$ cat src/rtl/splitter_pulse_sched.sv
// Round-robin scheduler sharing one SFQ splitter cell among NREQ requesters.
// Issues toggle-encoded pulses, enforces critical-timing holdoff and checks both output returns.
module splitter_pulse_sched #(
    parameter int NREQ    = 4,
    parameter int CT_CYC  = 5,
    parameter int TMO_CYC = 8,
    parameter int CNT_W   = 16
) (
    input  logic             clk,
    input  logic             rst_n,
    input  logic [NREQ-1:0]  req,
    output logic [NREQ-1:0]  gnt,
    output logic             spl_in,
    input  logic             spl_out1,
    input  logic             spl_out2,
    output logic             busy,
    input  logic             err_clr,
    output logic             tmo_err,
    output logic             spur_err,
    output logic [CNT_W-1:0] issue_cnt
);

    localparam int PTR_W = (NREQ > 1) ? $clog2(NREQ) : 1;
    localparam int CW    = $clog2(TMO_CYC + 1);

    typedef enum logic [0:0] {
        IDLE = 1'b0,
        WAIT = 1'b1
    } state_t;

    state_t           state;
    logic [PTR_W-1:0] rr_ptr;
    logic [CW-1:0]    cnt;
    logic             prev1;
    logic             prev2;
    logic             seen1;
    logic             seen2;

    logic             ev1;
    logic             ev2;
    logic             seen1_n;
    logic             seen2_n;
    logic [NREQ-1:0]  hi_req;
    logic [NREQ-1:0]  win_oh;
    logic [PTR_W-1:0] win_idx;

    // Bits strictly above the last winner get first pick on the next grant.
    function automatic logic [NREQ-1:0] above_mask(input logic [PTR_W-1:0] ptr);
        logic [NREQ-1:0] m;
        m = '0;
        for (int i = 0; i < NREQ; i++) begin
            m[i] = (i > int'(ptr));
        end
        return m;
    endfunction

    function automatic logic [NREQ-1:0] lowest_set(input logic [NREQ-1:0] x);
        return x & (~x + NREQ'(1));
    endfunction

    function automatic logic [PTR_W-1:0] oh_to_idx(input logic [NREQ-1:0] oh);
        logic [PTR_W-1:0] idx;
        idx = '0;
        for (int i = 0; i < NREQ; i++) begin
            if (oh[i]) begin
                idx = PTR_W'(i);
            end
        end
        return idx;
    endfunction

    assign ev1     = spl_out1 ^ prev1;
    assign ev2     = spl_out2 ^ prev2;
    assign seen1_n = seen1 | ev1;
    assign seen2_n = seen2 | ev2;

    always_comb begin
        hi_req  = req & above_mask(rr_ptr);
        win_oh  = (hi_req != '0) ? lowest_set(hi_req) : lowest_set(req);
        win_idx = oh_to_idx(win_oh);
    end

    always_ff @(posedge clk or negedge rst_n) begin
        if (!rst_n) begin
            state     <= IDLE;
            rr_ptr    <= PTR_W'(NREQ - 1);
            cnt       <= '0;
            prev1     <= 1'b0;
            prev2     <= 1'b0;
            seen1     <= 1'b0;
            seen2     <= 1'b0;
            gnt       <= '0;
            spl_in    <= 1'b0;
            busy      <= 1'b0;
            tmo_err   <= 1'b0;
            spur_err  <= 1'b0;
            issue_cnt <= '0;
        end else begin
            prev1 <= spl_out1;
            prev2 <= spl_out2;
            gnt   <= '0;
            // Clear first so that any set below in the same cycle takes precedence.
            if (err_clr) begin
                tmo_err  <= 1'b0;
                spur_err <= 1'b0;
            end
            case (state)
                IDLE: begin
                    if (ev1 || ev2) begin
                        spur_err <= 1'b1;
                    end
                    if (req != '0) begin
                        gnt       <= win_oh;
                        spl_in    <= ~spl_in;
                        issue_cnt <= issue_cnt + CNT_W'(1);
                        rr_ptr    <= win_idx;
                        cnt       <= CW'(1);
                        seen1     <= 1'b0;
                        seen2     <= 1'b0;
                        busy      <= 1'b1;
                        state     <= WAIT;
                    end
                end
                WAIT: begin
                    cnt   <= cnt + CW'(1);
                    seen1 <= seen1_n;
                    seen2 <= seen2_n;
                    if ((ev1 && seen1) || (ev2 && seen2)) begin
                        spur_err <= 1'b1;
                    end
                    if (seen1_n && seen2_n && (cnt >= CW'(CT_CYC))) begin
                        busy  <= 1'b0;
                        state <= IDLE;
                    end else if (cnt == CW'(TMO_CYC)) begin
                        tmo_err <= 1'b1;
                        busy    <= 1'b0;
                        state   <= IDLE;
                    end
                end
                default: begin
                    busy  <= 1'b0;
                    state <= IDLE;
                end
            endcase
        end
    end

endmodule
$ cat config.mk
export PLATFORM = sky130hd
export DESIGN_NAME = splitter_pulse_sched
export DESIGN_NICKNAME = d
export VERILOG_FILES = /design/src/rtl/splitter_pulse_sched.sv
export SDC_FILE = /design/constraint.sdc
export NUM_CORES = 1
export LEC_CHECK = 0
export BUFFER_PORTS_ARGS = -buffer_cell sky130_fd_sc_hd__buf_2
export CAP_MARGIN = 0
export CORE_MARGIN = 2
export CORE_UTILIZATION = 30
export CTS_BUF_LIST = sky130_fd_sc_hd__clkbuf_4 sky130_fd_sc_hd__clkbuf_8
export CTS_CLUSTER_SIZE = 20
export DETAILED_ROUTE_END_ITERATION = 8
export HOLD_SLACK_MARGIN = 0.1
export PLACE_DENSITY_LB_ADDON = 0.3
export REMOVE_ABC_BUFFERS = 1
export SETUP_SLACK_MARGIN = 0.1
export SLEW_MARGIN = 20
export SYNTH_ARGS = -nofsm -noshare
export SYNTH_HDL_FRONTEND = slang
export SYNTH_SLANG_ARGS = --single-unit
$ cat constraint.sdc
create_clock -name clk -period 1.7 [get_ports clk]
set_input_delay 0.17 -clock clk [delete_from_list [all_inputs] [get_ports clk]]
set_output_delay 0.17 -clock clk [all_outputs]
set_load 0.02 [all_outputs]
Yosys cells after proc, flatten, opt, wreduce, memory -nomap -nowiden
Index checks and enable logic that the tools add are counted.
W data, S select, Z words.
- flip-flop bits (word level): 35
- input bits: 9
- output and inout port bits: 24
- logic and storage cells: 72
- add/sub/neg operators: 4
- order comparisons: 4
- eq/ne operators: 3
- mux-type cells: 27
- bitwise operators: 11
- reduce and logical (&&, ||, !) cells: 10
- operators with widths (kind ; number):
    $add A16 B1 Y16 const B ; 1
    $mux W4 ; 4
    $mux W1 ; 15
    $add A4 B1 Y4 const B ; 3
    $and A4 B4 Y4 ; 3
    $pmux W1 S2 ; 5
    $not A4 Y4 ; 2
    $pmux W4 S2 ; 1
    $reduce_bool A4 Y1 ; 2
    $eq A4 B4 Y1 const B ; 1
    $ge A4 B3 Y1 const B ; 1
    $gt A2 B2 Y1 const A ; 2
    $logic_and A1 B1 Y1 ; 4
    $mux W2 ; 2
    $reduce_and A2 Y1 ; 2
    $ne A3 B1 Y1 const B ; 1
    $gt A1 B2 Y1 const A ; 1
    $logic_or A1 B1 Y1 ; 2
    $ne A2 B2 Y1 const B ; 1
    $not A1 Y1 ; 2
    $or A1 B1 Y1 ; 2
    $xor A1 B1 Y1 ; 2

Logic depth before layout (Yosys ltp)
Gate-level depths: netlist of the first run.
- depth after elaboration: 9
- depth in mapped cells: 6
- gate-level depth less buffers: 6

Least setup slack after synthesis of the first run
Ideal clock, no wire load.
- path type: register -> register
- start point: register rr_ptr[1]
- end point: register rr_ptr[0]
- setup time: 0.082 ns
- arrival: 1.418 ns
- data required time: 1.618 ns
- setup slack: 0.200 ns
- stages on the path, launching flop included: 6
- buffers on the path: 1
- clock period less this slack: 1.500 ns
- cells stage by stage: dfstp_2 > clkbuf_1 > a211oi_1 > o31ai_1 > nor2_1 > a211o_1
- cells in the longest elaborated chain, start to end: 9
- elaborated cells on any way between the ends: 12
- classes of those cells: add/sub: 1; order compare: 3; mux: 4; bitwise: 3; reduce/logical: 1
- RTL lines (what ; line ; text):
    from (decl) ; 32 ; logic [PTR_W-1:0] rr_ptr;
    from (signal assigned) ; 86 ; rr_ptr <= PTR_W'(NREQ - 1);
    from (signal assigned) ; 116 ; rr_ptr <= win_idx;
    $gt A1 B2 Y1 ; 52 ; m[i] = (i > int'(ptr));
    $and A4 B4 Y4 (*) ; 78 ; hi_req = req & above_mask(rr_ptr);
    $not A4 Y4 ; 58 ; return x & (~x + NREQ'(1));
    $add A4 B1 Y4 ; 58 ;
    $and A4 B4 Y4 ; 58 ;
    $mux W4 (*) ; 79 ; win_oh = (hi_req != '0) ? lowest_set(hi_req) : lowest_set(req);
    $mux W1 ; 65 ; if (oh[i]) begin
    $mux W2 ; 65 ;
    $mux W2 (*) ; 65 ;
Every way passes the cells marked *; elsewhere a longest branch is shown, timed or not.
A chain may end at the register's enable or synchronous reset.

Worst setup path after layout of the first run
Same ends and word-level chain as after synthesis.

==> impl_metrics.toml, run 1 <==
[outcome]
status = "complete, no violations"

[die]
io_pins = 33
die_y_um = 77.2
fp.dieArea_um2 = 5960
std_cell_rows = 26
fp.dieW_um = 77.2
core_area_um2 = 5140
initial_core_util = 0.313

[placed_design]
port_buffers = 32
dp_hpwl_um = 2250
pre_cts_ws_ns = 0.210
gp_congestion = 0.789

[power_and_ir_drop]
ir_drop_uv = 594
p_leak_nw = 0.946
p_per_area_nw_per_um2 = 1460

[sta]
hold_violations = 0
final.period_utilization = 0.869
fmax_mhz = 677
rsz0062_at_grt = "no"
finalClockSkew_ns = 0.00467
fin_crit_ns = 1.48
fin_ws_ns = 0.222
setup_tns_ns = 0
slew_violations = 0
tightestPinTransition_ns = 0.441
relSlewSlack = 0.704
setup_violations = 0

[logic_synthesis]
synth_area_um2 = 1610
syn_inst = 146
synth-xor-area-share = 0.109
synth_top_area_cell = "dfrtp_1"
synth_compound_area_frac = 0.0903
synth-seq-area-share = 0.546
avgSynthCellArea_um2 = 11.0
yosysUniqueCellTypes = 36
ys_seq_elements = 35
synthDominantCellAreaShare = 0.514
synth_top_family_by_area = "simple AND/OR/NAND/NOR gates"
yosys.area_share.simple = 0.198
synth_warnings = 0
synth_mux_area_frac = 0.00700
synthAdderAreaFrac = 0.0311
yosys-top-cells-area = "dfrtp_1 (51%), xnor2_1 (6.5%), xor2_1 (4.4%)"

[drt]
ant_nets = 0
route.detailed.drc = 0
wire_per_inst_um = 12.6
vias = 1176
vias_per_cell = 4.51
first_iter_violations = 51
wl_um = 3280
drt_pre_antenna_iters = 4

[cts]
cts_max_path_buffers = 2
numCtsBuffers = 5
cts_tree = "yes"
clkLatencyLatePin_ns = 0.28
clkSlewWorstSetupHoldPaths_ns = 0.07
htreeDepth = 2
clk_root_buffer_cell = "clkbuf_8"
cts_sinks = 35

[critical_path]
crit_type = "reg -> reg"
cp.required_ns = 1.91
worstPathArrival_ns = 1.69
critPathLaunchType = "flop"
slowest_delay_ns = 0.62
cp_cell_sequence = "a211oi_1 > o31ai_1 > nor2_1 > a211o_1"
critical_path.slowest_cell = "dfstp_2"
path_delay_family = "compound AO/OA/AOI/OAI gates"
cp-end-kind = "flop"
cp_max_fo = 10
path_buf_inv = 0

[global_routing]
grt_max_degree = 36
grt_pass1_wl_um = 5400
antenna_found_initial = 0
grt_overflow = 0
first_global_vias = 1124
grt_usage = 0.115

[cells_and_area]
syn2layout_area_growth_pct = 24.5
drive_above_1_share = 0.272
fin_nets = 203
layout_common_cells = "dfrtp_1 (33), buf_2 (32), nor2_1 (14), nand2_1 (13), xnor2_1 (12)"
num_antenna_cells = 0
layout_commonest_cell = "dfrtp_1"
fillCellCount = 531

[hold_path]
holdCritPathClass = "in -> reg"

[flow_run]
maxCapViolCount = 0
## per-layer routing
metal | up-vias | wire [µm] | track usage
met2 | 17 | 1520 | 0.175
met4 | 0 | 51 | 0.0482
met5 | - | 0 | 0
met3 | 5 | 165 | 0.0435
li1 | 594 | - | -
met1 | 560 | 1540 | 0.145
## through the flow
step           hold WS [ns]  power (mW)  std cells  area [µm²]  utilization
2_1_floorplan        -0.126        1.97        144        1600            -
3_3_place_gp          0.241        2.30        250        1880        0.365
3_5_place_dp          0.239        2.31        250        1880        0.365
4_1_cts               0.201        2.94        261        2000        0.389
5_1_grt               0.212        3.16        261        2000        0.389
6_report              0.203        2.93        261        2000        0.389
## registers in the layout, indices dropped and copies added (netlist names), 2 cells and up
| name | cells |
|---|---|
| issue_cnt | 16 |
| cnt | 4 |
| gnt | 4 |
| rr_ptr | 2 |
## power by group
group / internal (mW) / total [mW] / switching, mW
combinational: 0.417 / 0.979 / 0.562
clock: 0.319 / 0.605 / 0.286
sequential: 1.08 / 1.35 / 0.267
total: 1.81 / 2.93 / 1.12
## cells by family (layout without fill, tap and decap cells)
kind of cell / Yosys count / count (layout)
compound gates: 22 / 22
xor+xnor: 20 / 20
fa+ha+maj: 4 / 4
buf+inv: 8 / 53
flops: 35 / 35
mux: 1 / 1
simple gates: 56 / 56
## final timing paths
path / startpoint / endpoint / slack (ns) / depth (start not counted)
max: rr_ptr[1] / rr_ptr[0] / 0.22 / 4
min: req[0] / gnt[0] / 0.20 / 2
max reg2reg: rr_ptr[1] / rr_ptr[0] / 0.22 / 4
min reg2reg: issue_cnt[15] / issue_cnt[15] / 0.48 / 1
max in group asynchronous: rst_n / rr_ptr[1] / 0.89 / 3
min in group asynchronous: rst_n / gnt[1] / 0.46 / 3
## synthesized netlist by cell type (all sizes together)
cell type  count
ha             4
nor3           2
nand2         14
a222oi         1
or4            1
a22o           1
nand3          5
nor2          14
nor2b          3
a31oi          1
dfrtp         33
dfstp          2
o221ai         1
nand3b         1
clkbuf         2
nand2b         3
o31ai          2
nor4           2
nor3b          1
o22ai          1
o2111a         1
a211o          1
nor4b          1
a211oi         2
nand4          4
xor2           8
a21oi          5
inv            6
xnor2         12
and3           2
or3            2
o21ai          6
mux2           1
and4           1
## layout make-up
cell class / count / area [µm²] / share of cell area
inverters: 6 / 22.5 / 0.0113
clock buffers: 7 / 83.8 / 0.0419
well taps: 70 / 87.6 / 0.0438
clock inverters: 1 / 5.00 / 0.00250
flip-flops and latches: 35 / 878 / 0.439
multi-input cells: 103 / 704 / 0.352
repair buffers: 39 / 220 / 0.110
## what timing repair did
item                                    CTS  global route
hold buffers                              3             0
setup buffers                             0             0
endpoints found under the hold margin    35             0
endpoints found under the setup margin    0             4
gates resized for setup                   0             1
Power figures use the tool's default switching activity.
==> inputs of run 2 (changes only) <==
==> constraint.sdc (replaced) <==
create_clock -name clk -period 1.7 [get_ports clk]
set_input_delay 0.085 -clock clk [delete_from_list [all_inputs] [get_ports clk]]
set_output_delay 0.085 -clock clk [all_outputs]
set_load 0.02 [all_outputs]
==> impl_metrics.toml, run 2 (synthesized netlist as in run 1, its figures left out) <==
[outcome]
status = "complete, no violations"

[sta]
tightestPinTransition_ns = 0.447
slew_violations = 0
setup_tns_ns = 0
fmax_mhz = 693
relSlewSlack = 0.701
finalClockSkew_ns = 0.00776
hold_violations = 0
setup_violations = 0
final.period_utilization = 0.849
fin_crit_ns = 1.44
rsz0062_at_grt = "no"

[power_and_ir_drop]
clock_power_share = 0.217
p_per_area_nw_per_um2 = 1460
power.internal_mw = 1.83
switching_power_mw = 1.09
ir_drop_uv = 614
p_leak_nw = 0.948
comb_power_share = 0.327
p_seq_frac = 0.455
p_sw_frac = 0.373

[cells_and_area]
drive_above_1_share = 0.267
layout_common_cells = "dfrtp_1 (33), buf_2 (32), nor2_1 (14), nand2_1 (13), xnor2_1 (12)"
top_regs = "issue_cnt (16), cnt (4), gnt (4)"
syn2layout_area_growth_pct = 24.6
fin_nets = 203
multiInputGateArea_um2 = 699
layout_commonest_cell = "dfrtp_1"
largest_reg_flops = 16
regMostFlops = "issue_cnt"
stdcell_count = 261
fillCellCount = 538
seq_area_um2 = 878
num_antenna_cells = 0

[global_routing]
grt_use_met2 = 0.167
first_global_vias = 1089
grt_usage = 0.112
grt_max_degree = 36
grt_pass1_wl_um = 5160
grt_overflow = 0
antenna_found_initial = 0
grt_use_met3 = 0.0400
busiest_layer = "met2"
met1_usage = 0.145

[critical_path]
critical_path.slowest_cell = "dfrtp_1"
reg2reg_from = "issue_cnt[0]"
cp_max_fo = 4
worstPathArrival_ns = 1.66
cp-startpoint = "issue_cnt[0]"
slowest_delay_ns = 0.40
cp_cell_sequence = "ha_1 > nand3b_1 > nor3_2 > and4_1 > xor2_1"
r2r_cells = 5
path_buf_inv = 0
path_delay_family = "simple AND/OR/NAND/NOR gates"
critPathLaunchType = "flop"
cp.required_ns = 1.91
r2r_end = "issue_cnt[10]"
crit_type = "reg -> reg"
cp-end-kind = "flop"
r2r_slack_ns = 0.26

[hold_path]
min_path_cells = 2
holdCritPathClass = "in -> reg"
hold_start = "req[0]"
whs_endpoint = "gnt[0]"

[drt]
drt_pre_antenna_iters = 4
vias = 1168
ant_nets = 0
wl_um = 3170
route.detailed.drc = 0
first_iter_violations = 54
vias_per_cell = 4.48
wire_per_inst_um = 12.1

[placed_design]
dp_cells = 250
port_buffers = 32
dp_hpwl_um = 2240
gp_congestion = 0.755

[die]
std_cell_rows = 26
core_area_um2 = 5140
fp.dieArea_um2 = 5960
initial_core_util = 0.313
die_y_um = 77.2
fp.dieW_um = 77.2
io_pins = 33

[cts]
clk_root_buffer_cell = "clkbuf_8"
cts_max_path_buffers = 2
cts_sinks = 35
post-cts-setup-buffers = 0
cts_tree = "yes"
cts_resized = 0
clkSlewWorstSetupHoldPaths_ns = 0.07
clkLatencyLatePin_ns = 0.29
htreeDepth = 2
numCtsBuffers = 5

[flow_run]
maxCapViolCount = 0
## run 2: final cells by class
type	count	share of cell area
flip-flops and latches	35	0.438
inverters	6	0.0112
clock inverters	1	0.00250
well taps	70	0.0437
repair buffers	39	0.110
multi-input cells	103	0.349
clock buffers	7	0.0450
## run 2: per-layer routing
| layer | part of all wire | wire, µm |
|---|---|---|
| met1 | 0.47 | 1490 |
| met2 | 0.45 | 1440 |
| met4 | 0.019 | 61 |
| met3 | 0.057 | 180 |
| met5 | 0 | 0 |
## run 2: worst max path at each step
stage / cells after the start / slack [ns] / end
2_1_floorplan: 4 / 0.25 / issue_cnt[9]
3_3_place_gp: 4 / 0.26 / issue_cnt[15]
3_5_place_dp: 4 / 0.25 / issue_cnt[15]
4_1_cts: 4 / 0.24 / issue_cnt[9]
5_1_grt: 4 / 0.12 / issue_cnt[15]
6_report: 5 / 0.26 / issue_cnt[10]
## run 2: power groups by stage
stage / logic [mW] / clock network [mW] / registers, mW
floorplan: 0.514 / 0 / 1.45
global placement: 0.956 / 0 / 1.34
detailed placement: 0.958 / 0 / 1.34
CTS: 0.970 / 0.667 / 1.33
global route: 1.09 / 0.691 / 1.37
finish: 0.956 / 0.635 / 1.33
## run 2: timing repair
action,in CTS,in global routing
endpoints found under the hold margin,35,0
endpoints found under the setup margin,0,2
hold buffers,3,0
## run 2: through the flow
step	total power [mW]	util	worst slack, ns	instance area (µm²)	hold slack (ns)
2_1_floorplan	1.97	-	0.247	1600	-0.211
3_3_place_gp	2.29	0.365	0.258	1880	0.152
3_5_place_dp	2.30	0.365	0.249	1880	0.153
4_1_cts	2.97	0.390	0.240	2000	0.111
5_1_grt	3.15	0.390	0.120	2000	0.124
6_report	2.92	0.390	0.256	2000	0.120
==> inputs of run 3 (changes only) <==
==> constraint.sdc (replaced) <==
create_clock -name clk -period 1.42 [get_ports clk]
set_input_delay 0.071 -clock clk [delete_from_list [all_inputs] [get_ports clk]]
set_output_delay 0.071 -clock clk [all_outputs]
set_load 0.02 [all_outputs]
==> impl_metrics.toml, run 3 (synthesized netlist as in run 1, its figures left out) <==
[cts]
cts_max_path_buffers = 2
cts_tree = "yes"
clkSlewWorstSetupHoldPaths_ns = 0.07
htreeDepth = 2
clk_root_buffer_cell = "clkbuf_8"
cts_sinks = 35
numCtsBuffers = 5
clkLatencyLatePin_ns = 0.29

[sta]
relSlewSlack = 0.702
finalClockSkew_ns = 0.00539
slew_violations = 0
fmax_mhz = 724
fin_crit_ns = 1.38
tightestPinTransition_ns = 0.447
hold_violations = 0
setup_tns_ns = 0
rsz0062_at_grt = "yes"
setup_violations = 0
final.period_utilization = 0.973

[die]
die_y_um = 77.2
fp.dieArea_um2 = 5960
fp.dieW_um = 77.2
core_area_um2 = 5140
io_pins = 33
initial_core_util = 0.313
std_cell_rows = 26

[drt]
drt_pre_antenna_iters = 4
wire_per_inst_um = 12.8
ant_nets = 0
vias_per_cell = 4.56
route.detailed.drc = 0
vias = 1262
wl_um = 3540
first_iter_violations = 54

[cells_and_area]
fillCellCount = 510
layout_commonest_cell = "buf_2"
layout_common_cells = "buf_2 (32), dfrtp_1 (31), buf_4 (19), nor2_1 (14), nand2_1 (13)"
utilization = 0.429
num_antenna_cells = 0
design_area_um2 = 2210
drive_above_1_share = 0.362
syn2layout_area_growth_pct = 37.2
regMostFlops = "issue_cnt"
fin_nets = 219
top_regs = "issue_cnt (16), cnt (4), gnt (4)"
largest_reg_flops = 16

[hold_path]
hold_start = "err_clr"
whs_endpoint = "spur_err"
min_path_cells = 4
holdCritPathClass = "in -> reg"

[critical_path]
cp-end-kind = "flop"
crit_type = "reg -> reg"
r2r_slack_ns = 0.04
cp_max_fo = 5
r2r_end = "issue_cnt[9]"
critPathLaunchType = "flop"
reg2reg_from = "issue_cnt[6]"
r2r_cells = 4
worstPathArrival_ns = 1.60
cp.required_ns = 1.63

[global_routing]
first_global_vias = 1264
antenna_found_initial = 0
grt_pass1_wl_um = 6150
grt_usage = 0.133
grt_overflow = 0
grt_max_degree = 36

[placed_design]
dpl_cell_area_um2 = 1950
gp_congestion = 0.768
dp_hpwl_um = 2410
port_buffers = 32

[outcome]
status = "complete, no violations"

[flow_run]
maxCapViolCount = 0

[power_and_ir_drop]
p_leak_nw = 1.04
p_per_area_nw_per_um2 = 1700
ir_drop_uv = 794
==> run 3: cell types whose count changed in the layout (fill, tap and decap cells not counted), moves of 2 or more <==
cell	change
dfrtp_2	+2
xor2_4	+2
a211oi_2	+2
a211oi_1	-2
xor2_1	-3
buf_4	+15
dfrtp_1	-2
==> run 3: worst max-delay path, stage by stage, from the launching register on <==
cell	delay (ns)
dfrtp_1	0.35
nand4_1	0.24
nor4_4	0.33
and3_1	0.24
xor2_1	0.14
==> run 3: worst max path at each step <==
stage / startpoint / to / cells after the start
finish: issue_cnt[6] / issue_cnt[9] / 4
global placement: state / issue_cnt[10] / 4
floorplan: issue_cnt[3] / issue_cnt[9] / 4
detailed placement: issue_cnt[0] / issue_cnt[10] / 5
global route: issue_cnt[6] / issue_cnt[9] / 4
CTS: state / issue_cnt[10] / 4
==> run 3: what timing repair did <==
| action | in CTS | in global routing |
|---|---|---|
| endpoints found under the hold margin | 36 | 0 |
| pin swaps | 4 | 7 |
| setup endpoints to repair | 12 | 19 |
| hold buffers | 4 | 0 |
| cloned | 0 | 0 |
| gates resized for setup | 6 | 7 |
| buffers inserted | 5 | 1 |
==> run 3: cell type report <==
| cell class | instances | area, µm² | area share |
|---|---|---|---|
| clock buffer | 7 | 90.1 | 0.0408 |
| clock inverter | 1 | 5.00 | 0.00227 |
| inverter | 6 | 22.5 | 0.0102 |
| multi-input combinational | 103 | 777 | 0.352 |
| sequential | 35 | 881 | 0.399 |
| tap | 70 | 87.6 | 0.0397 |
| timing repair buffer | 55 | 343 | 0.155 |
==> run 3: through the flow <==
stage                     hold slack, ns  std cells  total power [mW]  worst slack [ns]
after floorplan                   -0.225        144              2.36           -0.0333
after global placement             0.135        259              2.86           0.00936
after detailed placement           0.142        259              2.89           -0.0371
after CTS                          0.103        276              3.78            0.0509
after global routing               0.105        277              4.06           -0.0606
final                              0.106        277              3.76            0.0386
==> run 3: per-layer routing <==
| layer | track usage | vias up | share of wire |
|---|---|---|---|
| met1 | 0.173 | 620 | 0.46 |
| met2 | 0.207 | 17 | 0.49 |
| li1 | - | 619 | - |
| met3 | 0.0424 | 6 | 0.027 |
| met4 | 0.0482 | 0 | 0.016 |
| met5 | 0 | - | 0 |
==> run 3: power by group <==
part           internal (mW)  switching [mW]  total (mW)
logic                  0.665           0.773        1.44
registers               1.30           0.260        1.56
clock network          0.410           0.355       0.765
total                   2.37            1.39        3.76
